### src/rtl/cv_ctrl_encoder.sv
// Console controller port encoder: keypad/joystick segment mux onto active-low
// data lines, plus a saturating spinner accumulator driving quadrature outputs.
module cv_ctrl_encoder #(
  parameter int NUM_PORTS = 2,
  parameter int SPIN_W    = 8,
  parameter int STEP_DIV  = 512
) (
  input  logic                          clk_sys,
  input  logic                          reset,
  input  logic                          ce,
  input  logic [NUM_PORTS*20-1:0]       joy_i,
  input  logic [NUM_PORTS*SPIN_W-1:0]   spin_i,
  input  logic [NUM_PORTS-1:0]          spin_stb_i,
  input  logic [NUM_PORTS-1:0]          spin_en_i,
  input  logic [NUM_PORTS-1:0]          sel_kp_n_i,
  input  logic [NUM_PORTS-1:0]          sel_joy_n_i,
  output logic [NUM_PORTS-1:0]          ctrl_p1_o,
  output logic [NUM_PORTS-1:0]          ctrl_p2_o,
  output logic [NUM_PORTS-1:0]          ctrl_p3_o,
  output logic [NUM_PORTS-1:0]          ctrl_p4_o,
  output logic [NUM_PORTS-1:0]          ctrl_p6_o,
  output logic [NUM_PORTS-1:0]          ctrl_p7_o,
  output logic [NUM_PORTS-1:0]          ctrl_p9_o
);

  localparam int ACC_W = SPIN_W + 2;
  localparam int SUM_W = ACC_W + 2;
  localparam int TMR_W = $clog2(STEP_DIV);

  localparam logic signed [ACC_W-1:0] ACC_MAX = {1'b0, {(ACC_W-1){1'b1}}};
  localparam logic signed [ACC_W-1:0] ACC_MIN = {1'b1, {(ACC_W-1){1'b0}}};
  localparam logic signed [SUM_W-1:0] SAT_HI  = SUM_W'(ACC_MAX);
  localparam logic signed [SUM_W-1:0] SAT_LO  = SUM_W'(ACC_MIN);

  // {p1,p2,p3,p4} codes for keys 0..9, '*', '#', purple, blue (index = joy bit)
  localparam logic [3:0] KP_LUT [14] = '{
    4'b0011, 4'b1110, 4'b1101, 4'b0110, 4'b0001, 4'b1001, 4'b0111,
    4'b1100, 4'b1000, 4'b1011, 4'b1010, 4'b0101, 4'b0100, 4'b0010
  };

  logic [TMR_W-1:0] timer;
  logic             timer_tc;
  logic             step;

  assign timer_tc = (timer == TMR_W'(STEP_DIV - 1));
  assign step     = ce & timer_tc;

  always_ff @(posedge clk_sys) begin
    if (reset) begin
      timer <= '0;
    end else if (ce) begin
      timer <= timer_tc ? '0 : timer + 1'b1;
    end
  end

  for (genvar n = 0; n < NUM_PORTS; n++) begin : g_port
    logic [19:0]               pad;
    logic [3:0]                kp_nib;
    logic [3:0]                joy_nib;
    logic                      kp_p6;
    logic                      joy_p6;
    logic signed [SPIN_W-1:0]  spin_s;
    logic signed [ACC_W-1:0]   acc;
    logic signed [ACC_W-1:0]   acc_nxt;
    logic signed [SUM_W-1:0]   sum;
    logic signed [SUM_W-1:0]   delta;
    logic signed [SUM_W-1:0]   dec;
    logic signed [1:0]         dir;
    logic [1:0]                phase;
    logic [1:0]                phase_nxt;
    logic [6:0]                out_q;

    assign pad    = joy_i[n*20 +: 20];
    assign spin_s = $signed(spin_i[n*SPIN_W +: SPIN_W]);

    always_comb begin
      kp_nib  = 4'hF;
      kp_p6   = 1'b1;
      joy_nib = 4'hF;
      joy_p6  = 1'b1;
      if (!sel_kp_n_i[n]) begin
        kp_p6 = ~pad[19];
        // scan downward so the lowest-numbered pressed key wins
        for (int k = 13; k >= 0; k--) begin
          if (pad[k]) kp_nib = KP_LUT[k];
        end
      end
      if (!sel_joy_n_i[n]) begin
        joy_nib = ~{pad[14], pad[15], pad[16], pad[17]};
        joy_p6  = ~pad[18];
      end
    end

    always_comb begin
      dir = 2'sd0;
      if (acc[ACC_W-1])
        dir = -2'sd1;
      else if (|acc)
        dir = 2'sd1;

      delta = '0;
      if (spin_stb_i[n]) delta = SUM_W'(spin_s);
      dec = '0;
      if (step) dec = SUM_W'(dir);
      sum = SUM_W'(acc) + delta - dec;

      if (sum > SAT_HI)
        acc_nxt = ACC_MAX;
      else if (sum < SAT_LO)
        acc_nxt = ACC_MIN;
      else
        acc_nxt = ACC_W'(sum);

      phase_nxt = phase;
      if (step) begin
        if (dir == 2'sd1)
          phase_nxt = phase + 2'd1;
        else if (dir == -2'sd1)
          phase_nxt = phase - 2'd1;
      end

      if (!spin_en_i[n]) begin
        acc_nxt   = '0;
        phase_nxt = 2'd0;
      end
    end

    // out_q = {p1,p2,p3,p4,p6,p7,p9}; quadrature is Gray-coded from phase
    always_ff @(posedge clk_sys) begin
      if (reset) begin
        acc   <= '0;
        phase <= 2'd0;
        out_q <= '1;
      end else if (ce) begin
        acc   <= acc_nxt;
        phase <= phase_nxt;
        out_q <= {kp_nib & joy_nib, kp_p6 & joy_p6,
                  ~phase_nxt[1], ~(phase_nxt[1] ^ phase_nxt[0])};
      end
    end

    assign ctrl_p1_o[n] = out_q[6];
    assign ctrl_p2_o[n] = out_q[5];
    assign ctrl_p3_o[n] = out_q[4];
    assign ctrl_p4_o[n] = out_q[3];
    assign ctrl_p6_o[n] = out_q[2];
    assign ctrl_p7_o[n] = out_q[1];
    assign ctrl_p9_o[n] = out_q[0];
  end

endmodule
### config.mk
export PLATFORM = sky130hd
export DESIGN_NAME = cv_ctrl_encoder
export DESIGN_NICKNAME = d
export VERILOG_FILES = /design/src/rtl/cv_ctrl_encoder.sv
export SDC_FILE = /design/constraint.sdc
export NUM_CORES = 1
export LEC_CHECK = 0
export BUFFER_PORTS_ARGS = -buffer_cell sky130_fd_sc_hd__buf_4
export CAP_MARGIN = 0
export CORE_ASPECT_RATIO = 0.5
export CORE_MARGIN = 4
export CORE_UTILIZATION = 30
export DETAILED_ROUTE_END_ITERATION = 8
export PLACE_DENSITY = 0.52
export SETUP_SLACK_MARGIN = 0.3
export SYNTH_ARGS = -nofsm -noshare
export SYNTH_HDL_FRONTEND = slang
export SYNTH_SLANG_ARGS = --single-unit
export TNS_END_PERCENT = 30
### constraint.sdc
create_clock -name clk_sys -period 4.5 [get_ports clk_sys]
set_input_delay 0.675 -clock clk_sys [delete_from_list [all_inputs] [get_ports clk_sys]]
set_output_delay 0.675 -clock clk_sys [all_outputs]
set_load 0.02 [all_outputs]
==> results.json <==
{
  "status": "finished, final reports clean",
  "start_util": 0.310,
  "place_ws_ns": -0.0215,
  "cp-start-kind": "flop",
  "synth_edf_count": 0,
  "place_congestion": 0.822,
  "yosys_warnings": 0,
  "finalHoldViolations": 0,
  "fin_crit_ns": 4.01,
  "holdCritPathClass": "flop to flop",
  "antenna_found_initial": 0,
  "multi_input_area_um2": 2850,
  "routed_via_density": 4.90,
  "final.fill_count": 1308,
  "drt-total-wl_um": 10100,
  "die_area_um2": 15200,
  "synth.top_cell.area_share": 0.238,
  "first_pass_iters": 4,
  "io_pins": 81,
  "final_core_util": 0.405,
  "final_antenna_net_count": 0,
  "insertion_delay_ns": 0.29,
  "hold_slack_ns": 0.465,
  "cts_hold_buf": 0,
  "yosysUniqueCellTypes": 64,
  "die_h_um": 89.2,
  "critPathKind": "flop to flop",
  "drcViolationCount": 0,
  "async_flop_share": 0,
  "synth_sequential_area_ratio": 0.238,
  "grt.overflow.total": 0,
  "regArea_um2": 943,
  "timing.setup.tns_ns": 0,
  "vias": 3726,
  "worstPathRequired_ns": 4.68,
  "final_cell_area_um2": 5180,
  "drv_cap": 0,
  "total_power_mw": 2.65,
  "synth_flop_cell": "dfxtp_1",
  "tightest_slew_ns": 0.590,
  "path_clk_slew_ns": 0.06,
  "grt_use_total": 0.132,
  "clock_skew_ns": 0.00281,
  "root_buffer": "clkbuf_16",
  "placedCellCount": 742,
  "grt_pass1_wl_um": 16500,
  "cts_tree": "done",
  "power_density_nw_per_um2": 511,
  "diodes": 0,
  "clock_path_buffers": 2,
  "port_buffers": 80,
  "maxSlewViolCount": 0,
  "rsz0062_at_grt": "yes",
  "die_w_um": 170,
  "rows": 29,
  "worst_slack_ns": 0.488,
  "fp.coreArea_um2": 12800,
  "placed_area_um2": 4790,
  "synth_area_per_cell_um2": 7.99,
  "relSlewSlack": 0.605,
  "p_leak_nw": 2.24,
  "cts_buffers": 5,
  "ys_ff_latch": 47,
  "synth_area_leaders": "dfxtp_1, fa_1, ha_1",
  "crit_fanout": 9,
  "syn_area_um2": 3960,
  "syn2layout_area_growth_pct": 30.9,
  "clkSinkCount": 47,
  "final_nets": 702,
  "cp_data_arrival_time_ns": 4.19,
  "max_freq_mhz": 249,
  "first_global_vias": 3535,
  "final_cells": 760,
  "dpl.hpwl_um": 7940,
  "cp-end-kind": "flop",
  "avgRoutedWirePerCell_um": 13.3,
  "grt_max_degree": 37,
  "synth_top_cell_by_area": "dfxtp_1",
  "synthCells": 495,
  "setup_viol": 0,
  "yosysMostFrequentCell": "inv_1",
  "drive_above_1_share": 0.254,
  "peakVddDrop_mv": 0.305,
  "period_share": 0.892,
  "drt-initial-drc-count": 184,
  "syn_nets": 608,
  "ys_top_cells_by_count": "inv_1, dfxtp_1, nor2_1",
  "h-tree-depth": 2
}
-- final timing paths --
check                                         from                  to  slack, ns  depth (start not counted)
worst max-delay path                      timer[1]    g_port[1].acc[7]       0.49                         17
worst min-delay path            g_port[1].out_q[5]  g_port[1].out_q[5]       0.47                          1
worst max register to register            timer[1]    g_port[1].acc[7]       0.49                         17
worst min register to register  g_port[1].out_q[5]  g_port[1].out_q[5]       0.47                          1
-- layer usage --
layer	track usage	part of all wire	routed length [um]
met2	0.222	0.45	4550
met5	0	0	0
met4	0.0304	0.011	112
met3	0.0252	0.047	474
met1	0.178	0.49	4950
-- power by group --
part           total (mW)  switching, mW  internal [mW]
registers           0.548         0.0613          0.487
logic                1.72          0.900          0.817
clock network       0.384          0.162          0.222
total                2.65           1.12           1.53
-- registers in the layout (all words and copies together), names as in the netlist --
register      flops
timer             9
g_port.acc       20
g_port.out_q     14
g_port.phase      4
-- cells by family after synthesis --
| logic type | after synthesis | share of synthesized area |
|---|---|---|
| AO/OA/AOI/OAI | 150 | 0.272 |
| AND/OR/NAND/NOR | 148 | 0.176 |
| buffers and inverters | 79 | 0.0772 |
| flip-flops | 47 | 0.238 |
| adder cells (fa/ha/maj) | 46 | 0.180 |
| XOR/XNOR | 22 | 0.0487 |
| multiplexers | 3 | 0.00791 |
-- area by class of cell --
class / count / share of cell area
sequential: 47 / 0.182
multi-input combinational: 369 / 0.550
clock inverter: 2 / 0.00314
tap: 170 / 0.0411
clock buffer: 6 / 0.0268
timing repair buffer: 102 / 0.149
inverter: 64 / 0.0478
-- cell usage in the layout, fill, tap and decap left out, drive strengths merged, types with 5 or more instances in the layout --
cell type / instances
o21a: 6
nand2b: 5
fa: 18
a21oi: 38
inv: 62
a221oi: 8
a211o: 9
nand2: 43
a2111oi: 5
clkbuf: 6
a21o: 6
nor3: 18
xnor2: 11
o21bai: 8
nor2: 45
o21ai: 27
a221o: 9
ha: 28
dfxtp: 47
buf: 102
xor2: 11
nand3: 11
-- critical path, stage by stage, from the launching register on --
cell and delay, ns:
dfxtp_2 0.34, ha_4 0.16, nand3_1 0.08, nor2_2 0.05, and3_4 0.18, ha_4 0.19, nand3_4 0.13, clkinv_4 0.11
fa_1 0.51, inv_1 0.04, ha_1 0.33, o21a_1 0.20, o21a_1 0.21, o211a_1 0.16, o31ai_2 0.23, mux2_1 0.35
o221a_2 0.35, a221o_1 0.28
-- repair_timing --
item | 4_1_cts | 5_1_grt
pin swaps | 4 | 14
setup endpoints to repair | 18 | 18
gates resized for setup | 12 | 29
buffers inserted | 3 | 7
No activity file was read; power rests on OpenSTA's default activity.
